**config.mk**
```make
export PLATFORM = sky130hd
export DESIGN_NAME = reg_bank_display
export DESIGN_NICKNAME = d
export VERILOG_FILES = /design/src/rtl/reg_bank_display.sv
export SDC_FILE = /design/constraint.sdc
export NUM_CORES = 1
export LEC_CHECK = 0
export CORE_ASPECT_RATIO = 2
export CORE_MARGIN = 2
export CORE_UTILIZATION = 57
export CTS_BUF_LIST = sky130_fd_sc_hd__clkbuf_8
export CTS_CLUSTER_DIAMETER = 120
export CTS_CLUSTER_SIZE = 40
export DETAILED_ROUTE_END_ITERATION = 10
export HOLD_SLACK_MARGIN = 0.1
export MAX_ROUTING_LAYER = met4
export PLACE_DENSITY = 0.78
export SETUP_SLACK_MARGIN = 0.15
export SYNTH_ARGS = -nofsm -noshare
export SYNTH_HDL_FRONTEND = slang
export SYNTH_SLANG_ARGS = --single-unit
```
**constraint.sdc**
```tcl
create_clock -name clk -period 1.8 [get_ports clk]
set_input_delay 0.18 -clock clk [delete_from_list [all_inputs] [get_ports clk]]
set_output_delay 0.18 -clock clk [all_outputs]
set_load 0.005 [all_outputs]
```
**src/rtl/reg_bank_display.sv**
```systemverilog
// Register-bank viewer: live/shadow banks drawn as a bit grid, with the last written row highlighted.
// Optional macro REG_BANK_DISPLAY_GRID_EN draws blue cell borders on zero bits.
module reg_bank_display #(
    parameter int REG_COUNT   = 8,
    parameter int REG_WIDTH   = 16,
    parameter int CELL_SHIFT  = 2,
    parameter int ORIGIN_X    = 256,
    parameter int ORIGIN_Y    = 0,
    parameter int HOLD_FRAMES = 30
) (
    input  logic                         clk,
    input  logic                         resetn,
    input  logic                         wr_en,
    input  logic [$clog2(REG_COUNT)-1:0] wr_addr,
    input  logic [REG_WIDTH-1:0]         wr_data,
    input  logic                         frame_start,
    input  logic [9:0]                   hpos,
    input  logic [9:0]                   vpos,
    input  logic                         display_on,
    output logic                         vga_R,
    output logic                         vga_G,
    output logic                         vga_B
);
    localparam int AW       = $clog2(REG_COUNT);
    localparam int CW       = (REG_WIDTH > 1) ? $clog2(REG_WIDTH) : 1;
    localparam int REGION_W = REG_WIDTH << CELL_SHIFT;
    localparam int REGION_H = REG_COUNT << CELL_SHIFT;

    typedef enum logic {IDLE, HOLD} hlState_e;

    logic [REG_WIDTH-1:0] live_q   [REG_COUNT];
    logic [REG_WIDTH-1:0] shadow_q [REG_COUNT];

    hlState_e      state_q;
    logic [AW-1:0] hlRow_q;
    logic [AW-1:0] hlShadowRow_q;
    logic          hlShadowOn_q;
    logic [7:0]    holdCnt_q;

    logic          inRegion_d, inRegion_q;
    logic [AW-1:0] row_d, row_q;
    logic [CW-1:0] col_d, col_q;

    logic          wrValid;
    logic [9:0]    relX, relY;
    logic          cellBit;
    logic          hlHit;

    assign wrValid = wr_en && (32'(wr_addr) < 32'(REG_COUNT));

    // Shadow takes the whole live bank at frame_start, with the same-cycle write bypassed in.
    always_ff @(posedge clk or negedge resetn) begin
        if (!resetn) begin
            for (int i = 0; i < REG_COUNT; i++) begin
                live_q[i]   <= '0;
                shadow_q[i] <= '0;
            end
        end else begin
            if (wrValid) live_q[wr_addr] <= wr_data;
            if (frame_start) begin
                for (int i = 0; i < REG_COUNT; i++)
                    shadow_q[i] <= (wrValid && wr_addr == AW'(i)) ? wr_data : live_q[i];
            end
        end
    end

    // Highlight FSM; the rendered copy of its state is latched with the shadow bank.
    always_ff @(posedge clk or negedge resetn) begin
        if (!resetn) begin
            state_q       <= IDLE;
            hlRow_q       <= '0;
            holdCnt_q     <= '0;
            hlShadowRow_q <= '0;
            hlShadowOn_q  <= 1'b0;
        end else begin
            if (frame_start) begin
                hlShadowOn_q  <= (state_q == HOLD);
                hlShadowRow_q <= hlRow_q;
            end
            case (state_q)
                IDLE: begin
                    if (wrValid) begin
                        state_q   <= HOLD;
                        hlRow_q   <= wr_addr;
                        holdCnt_q <= 8'(HOLD_FRAMES);
                    end
                end
                HOLD: begin
                    if (wrValid) begin
                        hlRow_q   <= wr_addr;
                        holdCnt_q <= 8'(HOLD_FRAMES);
                    end else if (frame_start) begin
                        if (holdCnt_q == 8'd1) begin
                            state_q   <= IDLE;
                            holdCnt_q <= '0;
                        end else begin
                            holdCnt_q <= holdCnt_q - 8'd1;
                        end
                    end
                end
                default: state_q <= IDLE;
            endcase
        end
    end

    // Unsigned wrap puts positions left of / above the origin far outside the region.
    assign relX       = hpos - 10'(ORIGIN_X);
    assign relY       = vpos - 10'(ORIGIN_Y);
    assign inRegion_d = display_on && (32'(relX) < 32'(REGION_W)) && (32'(relY) < 32'(REGION_H));
    assign row_d      = AW'(relY >> CELL_SHIFT);
    assign col_d      = CW'(relX >> CELL_SHIFT);

`ifdef REG_BANK_DISPLAY_GRID_EN
    localparam logic [9:0] CELL_MASK = 10'((1 << CELL_SHIFT) - 1);
    logic gridEdge_d, gridEdge_q;
    assign gridEdge_d = ((relX & CELL_MASK) == 10'd0) || ((relY & CELL_MASK) == 10'd0);
`endif

    always_ff @(posedge clk or negedge resetn) begin
        if (!resetn) begin
            inRegion_q <= 1'b0;
            row_q      <= '0;
            col_q      <= '0;
`ifdef REG_BANK_DISPLAY_GRID_EN
            gridEdge_q <= 1'b0;
`endif
        end else begin
            inRegion_q <= inRegion_d;
            row_q      <= row_d;
            col_q      <= col_d;
`ifdef REG_BANK_DISPLAY_GRID_EN
            gridEdge_q <= gridEdge_d;
`endif
        end
    end

    assign cellBit = shadow_q[row_q][CW'(REG_WIDTH - 1) - col_q];
    assign hlHit   = hlShadowOn_q && (row_q == hlShadowRow_q);

    always_ff @(posedge clk or negedge resetn) begin
        if (!resetn) begin
            vga_R <= 1'b0;
            vga_G <= 1'b0;
            vga_B <= 1'b0;
        end else begin
            vga_R <= inRegion_q && cellBit && hlHit;
            vga_G <= inRegion_q && cellBit && !hlHit;
`ifdef REG_BANK_DISPLAY_GRID_EN
            vga_B <= inRegion_q && !cellBit && gridEdge_q;
`else
            vga_B <= 1'b0;
`endif
        end
    end

endmodule

```
; ---- Yosys cells after proc, flatten, opt, wreduce, memory -nomap -nowiden
; Cells that the tools add are included.
[classes]
n_addsub = 3
n_mul = 0
div_mod_pow = 0
magnitude_cmp = 6
n_eq_ne = 11
shifts = 0
mux = 27
bitwise = 3
n_reduce_logical = 18
[ops]
columns = cell, n
row1 = $mux W16, 11
row2 = $bwmux W128, 1
row3 = $bmux W16 S3, 1
row4 = $demux W16 S3, 1
row5 = $mux W8, 4
row6 = $pmux W8 S2, 1
row7 = $logic_and A1 B1 Y1, 15
row8 = $eq A3 B3 Y1 const B, 4
row9 = $lt A10 B6 Y1 const B, 1
row10 = $lt A10 B7 Y1 const B, 1
row11 = $sub A10 B9 Y10 const B, 1
row12 = $eq A8 B1 Y1 const B, 1
row13 = $ge A4 B4 Y1 const B, 2
row14 = $not A3 Y4, 2
row15 = $sub A8 B1 Y8 const B, 1
row16 = $eq A3 B2 Y1 const B, 2
row17 = $lt A4 B5 Y1 const B, 1
row18 = $mux W1, 5
row19 = $bmux W1 S4, 1
row20 = $lt A4 B1 Y1 const B, 1
row21 = $sub A4 B4 Y4 const A, 1
row22 = $eq A3 B1 Y1 const B, 1
row23 = $eq A3 B3 Y1, 1
row24 = $logic_not A3 Y1, 1
row25 = other kinds (7), 7
[totals]
ff_bits = 282
latchBits = 0
mem_bits_rw = 0
romBits = 0
input_bits = 44
output_inout_bits = 3
memories = 0

; ---- Logic depth before layout (Yosys ltp)
[depth]
ltp_word = 8
depth_mapped = 8
mapped_depth_nobuf = 7

; ---- Worst setup path after synthesis
; OpenSTA, ideal clock, no wires.
[synth_timing]
kind = in2reg
startpoint = in wr_addr[2]
endpoint = reg shadow_q[85] (netlist bit)
setup_ps = 125
t_arrival_ps = 1740
t_required_ps = 1675
slack_ps = -65
path_stages = 6
n_path_buf = 2
cell_sequence = clkbuf_1 nand2b_1 nor3b_2 buf_4 mux2_2 mux2_2
[synth_between]
elab_chain_cells = 3
[synth_lines]
columns = item, line
row1 = from (decl), 14  ; input logic [$clog2(REG_COUNT)-1:0] wr_addr,
row2 = $eq A3 B2 Y1, 62  ; shadow_q[i] <= (wrValid && wr_addr == AW'(i)) ? wr_data : live_q[i];
row3 = $logic_and A1 B1 Y1, 62
row4 = $mux W16, 62
row5 = "to (signal, indexed assignment)", 62
row6 = to (decl), 32  ; logic [REG_WIDTH-1:0] shadow_q [REG_COUNT];
; No other way between the ends.
; A chain may end at the register's enable or synchronous reset.

; ---- Worst setup path after layout
[layout_timing]
startpoint = reg col_q[0]
endpoint = reg vga_R
[layout_between]
elab_chain_cells = 5
[layout_lines]
columns = item, line
row1 = from (decl), 42  ; logic [CW-1:0] col_d, col_q;
row2 = from (signal assigned), 130  ; col_q <= col_d;
row3 = $sub A4 B4 Y4, 137  ; assign cellBit = shadow_q[row_q][CW'(REG_WIDTH - 1) - col_q];
row4 = $bmux W1 S4, 137
row5 = $mux W1 (not written as such), 137
row6 = $logic_and A1 B1 Y1 (2 in series), 146  ; vga_R <= inRegion_q && cellBit && hlHit;
row7 = to (signal assigned), 146
row8 = to (decl), 20  ; output logic vga_R,
; No other way between the ends. The select of a mux whose other input is x is not followed.

==> flow_summary.html <==
<table>
<tr><th>Metric</th><th>Value</th></tr>
<tr><th colspan="2">Timing</th></tr>
<tr><td>Total of endpoints with negative setup slack in the final report</td><td>2</td></tr>
<tr><td>Final Slew Violations</td><td>0</td></tr>
<tr><td>Final worst-path cycle share</td><td>120%</td></tr>
<tr><td>Final hold viol count</td><td>0</td></tr>
<tr><td>Maximum clock skew at final layout</td><td>0.109 ns</td></tr>
<tr><td>Peak clock frequency supported by timing</td><td>0.465 GHz</td></tr>
<tr><td>Shortest period the worst path allows</td><td>2.15 ns</td></tr>
<tr><td>Setup repair after global routing missed its margin</td><td>yes</td></tr>
<tr><td>Post-route setup slack</td><td>-0.353 ns</td></tr>
<tr><th colspan="2">Synth</th></tr>
<tr><td>Combined area of all synthesized cells</td><td>11700 µm²</td></tr>
<tr><td>Netlist cell types</td><td>40</td></tr>
<tr><td>Syn Nets</td><td>831</td></tr>
<tr><td>Proportion of synthesized chip area in sequential cells</td><td>60.1%</td></tr>
<tr><td>Number of instances in the synthesized netlist</td><td>785</td></tr>
<tr><td>Post-synth EDFFs</td><td>0</td></tr>
<tr><td>Fraction of registers with async set/reset</td><td>100%</td></tr>
<tr><td>Flops &amp; latches, synth</td><td>282</td></tr>
<tr><td>Primary flip-flop cell chosen by synthesis mapping</td><td>sky130_fd_sc_hd__dfrtp_1</td></tr>
<tr><td>Count of warnings emitted by yosys</td><td>0</td></tr>
<tr><td>Average cell area after synthesis</td><td>15.0 µm²</td></tr>
<tr><th colspan="2">Drt</th></tr>
<tr><td>DRC violations left</td><td>0</td></tr>
<tr><td>Iter 0 DRT Violations</td><td>343</td></tr>
<tr><td>Vias post-DR</td><td>6667</td></tr>
<tr><td>Final routed wirelength across all metal layers</td><td>25900 µm</td></tr>
<tr><td>Pre-Repair DR Iteration Count</td><td>5</td></tr>
<tr><td>Post-route ant nets</td><td>0</td></tr>
<tr><td>Routed length per placed instance</td><td>23.0 µm</td></tr>
<tr><td>Via/cell ratio</td><td>5.93</td></tr>
<tr><th colspan="2">Place</th></tr>
<tr><td>Count of input and output buffers</td><td>41</td></tr>
<tr><td>Worst setup slack after placement</td><td>-0.369 ns</td></tr>
<tr><td>Post-placement cell area</td><td>13000 µm²</td></tr>
<tr><td>Final weighted congestion in routability-driven placement</td><td>0.820</td></tr>
<tr><td>Half-perimeter wire length of the detailed placement result</td><td>17800 µm</td></tr>
<tr><th colspan="2">Power and ir drop</th></tr>
<tr><td>Gate power share</td><td>21.2%</td></tr>
<tr><td>Relative contribution of the clock network to total power</td><td>17.5%</td></tr>
<tr><td>Internal Pwr Total</td><td>0.0101 W</td></tr>
<tr><td>Worst IR Drop VDD</td><td>1.16 mV</td></tr>
<tr><td>Leakage Power</td><td>5.93 nW</td></tr>
<tr><td>Sum of internal, switching and leakage power</td><td>0.0138 W</td></tr>
<tr><td>Reg power frac</td><td>61.4%</td></tr>
<tr><td>P per Cell Area</td><td>1030 nW/µm²</td></tr>
<tr><td>Sw Share</td><td>27.1%</td></tr>
<tr><td>Total net switching power</td><td>0.00374 W</td></tr>
<tr><th colspan="2">Hold path</th></tr>
<tr><td>Class of the tightest hold or removal check</td><td>input port to register</td></tr>
<tr><th colspan="2">Global routing</th></tr>
<tr><td>GRT Resource Usage Total</td><td>25.3%</td></tr>
<tr><td>Initial antenna violation count</td><td>0</td></tr>
<tr><td>First-pass GRT wire length</td><td>41800 µm</td></tr>
<tr><td>GR Overflow Total</td><td>0</td></tr>
<tr><td>Vias in the first global route</td><td>7433</td></tr>
<tr><td>Pin count of the biggest net entering global routing</td><td>73</td></tr>
<tr><th colspan="2">CTS</th></tr>
<tr><td>Num Clock Sinks</td><td>282</td></tr>
<tr><td>Clock root buffer master</td><td>sky130_fd_sc_hd__clkbuf_8</td></tr>
<tr><td>Maximum clock insertion buffer count</td><td>3</td></tr>
<tr><td>H-tree Lvls</td><td>1</td></tr>
<tr><td>Insertion delay to the later sink of the worst-skew pair</td><td>0.56 ns</td></tr>
<tr><td>TritonCTS Buffers</td><td>11</td></tr>
<tr><td>Clock tree from TritonCTS</td><td>built</td></tr>
<tr><td>Clock slew at reported path FFs</td><td>0.22 ns</td></tr>
<tr><th colspan="2">Final layout</th></tr>
<tr><td>Growth of design area from synthesis to finish</td><td>14.3%</td></tr>
<tr><td>Post-route cell area</td><td>13400 µm²</td></tr>
<tr><td>Ant diodes</td><td>0</td></tr>
<tr><td>Commonest cells after routing, fill and taps aside</td><td>sky130_fd_sc_hd__dfrtp_1 (279), sky130_fd_sc_hd__mux2_2 (223), sky130_fd_sc_hd__mux2i_1 (64), sky130_fd_sc_hd__mux2_4 (38), sky130_fd_sc_hd__clkdlybuf4s50_1 (37)</td></tr>
<tr><td>Share of post-route cells with drive strength above 1</td><td>41.3%</td></tr>
<tr><td>Leading cell type in the layout, fill and taps excluded</td><td>sky130_fd_sc_hd__dfrtp_1</td></tr>
<tr><td>Final nets</td><td>905</td></tr>
<tr><th colspan="2">Setup path</th></tr>
<tr><td>Critical path fanouts, max</td><td>8</td></tr>
<tr><td>CP Class</td><td>register to register</td></tr>
<tr><td>Arrival @ worst endpoint</td><td>2.66 ns</td></tr>
<tr><td>Required time at the endpoint of the critical path</td><td>2.31 ns</td></tr>
<tr><td>CP endpoint kind</td><td>register</td></tr>
<tr><td>Critical path startpoint category</td><td>register</td></tr>
<tr><th colspan="2">Floorplanning</th></tr>
<tr><td>Core Rows</td><td>74</td></tr>
<tr><td>Total Die Area</td><td>21800 µm²</td></tr>
<tr><td>Die Width</td><td>106 µm</td></tr>
<tr><td>Starting utilization of the core area</td><td>57.7%</td></tr>
<tr><td>Die span in y</td><td>207 µm</td></tr>
<tr><td>I/O Pins</td><td>47</td></tr>
<tr><td>Core footprint</td><td>20400 µm²</td></tr>
<tr><th colspan="2">Run</th></tr>
<tr><td>Max-cap violations</td><td>0</td></tr>
<tr><th colspan="2">Run status</th></tr>
<tr><td>Violated checks</td><td>negative setup slack</td></tr>
<tr><td>Result of the run</td><td>finished with violations</td></tr>
</table>
==> cell families (layout without fill, tap and decap cells) <==
group                      count (synthesis)  in the layout  share of synthesized area, %
adders and majority gates                  2              2                         0.213
xor gates and xnor gates                   4              4                         0.298
buffers and inverters                     49            123                          2.29
muxes                                    325            325                          30.5
and+or+nand+nor                           55             55                          2.78
other                                      1              1                        0.0319
AOI/OAI and AO/OA                         67             67                          3.82
DFF                                      282            282                          60.1
==> Yosys cell counts (4+ instances only) <==
master	number	area share (%)
sky130_fd_sc_hd__nand4b_1	4	0.30
sky130_fd_sc_hd__o21ai_0	6	0.26
sky130_fd_sc_hd__buf_2	13	0.55
sky130_fd_sc_hd__mux2_2	252	24
sky130_fd_sc_hd__mux2_1	9	0.86
sky130_fd_sc_hd__dfrtp_1	282	60
sky130_fd_sc_hd__nand2b_1	4	0.21
sky130_fd_sc_hd__a21oi_1	21	0.89
sky130_fd_sc_hd__xnor2_1	4	0.30
sky130_fd_sc_hd__a22oi_1	32	2.0
sky130_fd_sc_hd__buf_4	5	0.32
sky130_fd_sc_hd__nor2_1	13	0.42
sky130_fd_sc_hd__inv_1	5	0.16
sky130_fd_sc_hd__nor2b_1	4	0.21
sky130_fd_sc_hd__nor4_1	4	0.21
sky130_fd_sc_hd__nand2_1	9	0.29
sky130_fd_sc_hd__mux2i_1	64	5.5
sky130_fd_sc_hd__clkbuf_1	18	0.58
==> final timing paths <==
check	startpoint	end	slack, ns	cells past startpoint
min	vpos[2]	row_q[0]$_DFF_PN0_	0.14	1
min reg2reg	live_q[20]$_DFFE_PN0P_	live_q[20]$_DFFE_PN0P_	0.52	1
max in group asynchronous	resetn	shadow_q[20]$_DFFE_PN0P_	1.21	3
max	col_q[0]$_DFF_PN0_	vga_R$_DFF_PN0_	-0.35	7
max reg2reg	col_q[0]$_DFF_PN0_	vga_R$_DFF_PN0_	-0.35	7
min in group asynchronous	resetn	shadow_q[1]$_DFFE_PN0P_	0.18	3
==> power groups by stage <==
stage               sequential, W  clock (W)  combinational [W]
global placement          0.00852          0            0.00273
global route              0.00861    0.00269            0.00318
detailed placement        0.00860          0            0.00291
finish                    0.00847    0.00241            0.00292
CTS                       0.00847    0.00247            0.00294
floorplan                 0.00826          0            0.00213
==> stage by stage <==
step | hold slack (ns) | setup TNS (ns) | utilization [%] | cells
floorplan | -0.116 | 0 | - | 785
finish | 0.141 | -0.677 | 65.9 | 1125
global route | 0.109 | -0.860 | 65.9 | 1125
detailed placement | 0.0753 | -37.03 | 64.0 | 1099
CTS | 0.118 | -0.645 | 65.5 | 1121
global placement | 0.0698 | -28.36 | 64.0 | 1099
==> state kept, by name, indices dropped and copies added (netlist names) <==
register,flops
live_q,128
shadow_q,128
holdCnt_q,8
col_q,4
hlRow_q,3
hlShadowRow_q,3
row_q,3
hlShadowOn_q,1
inRegion_q,1
state_q,1
vga_G,1
vga_R,1
==> final cells by class <==
type | instances | area [µm²]
Fill cell | 1507 | 6940
Timing Repair Buffer | 105 | 1160
Clock inverter | 2 | 33.8
Inverter | 5 | 18.8
Clock buffer | 11 | 151
Sequential cell | 282 | 7060
Multi-Input combinational cell | 454 | 4670
Tap cell | 266 | 333
==> layer usage <==
layer | GRT usage (%) | vias to the layer above | wire length, µm
li1 | - | 2966 | -
met1 | 29.8 | 3513 | 9810
met2 | 45.4 | 131 | 14500
met3 | 1.76 | 57 | 606
met4 | 8.94 | 0 | 955
met5 | - | - | 0
==> worst max-delay path: stages (launching register included) <==
cell and delay, ns:
sky130_fd_sc_hd__dfrtp_1 0.44, sky130_fd_sc_hd__and2_1 0.32, sky130_fd_sc_hd__buf_12 0.21, sky130_fd_sc_hd__a22oi_1 0.20, sky130_fd_sc_hd__a21oi_1 0.11, sky130_fd_sc_hd__o41ai_2 0.39
sky130_fd_sc_hd__o2111ai_2 0.22, sky130_fd_sc_hd__nor3b_2 0.21
==> what timing repair did <==
| action | 4_1_cts | 5_1_grt |
|---|---|---|
| pin swaps | 0 | 10 |
| buffers inserted | 0 | 4 |
| setup endpoints to repair | 9 | 9 |
| resized for setup | 8 | 14 |
| hold buffers | 9 | 0 |
| hold endpoints to repair | 295 | 0 |
No activity file was read; power rests on OpenSTA's default activity.
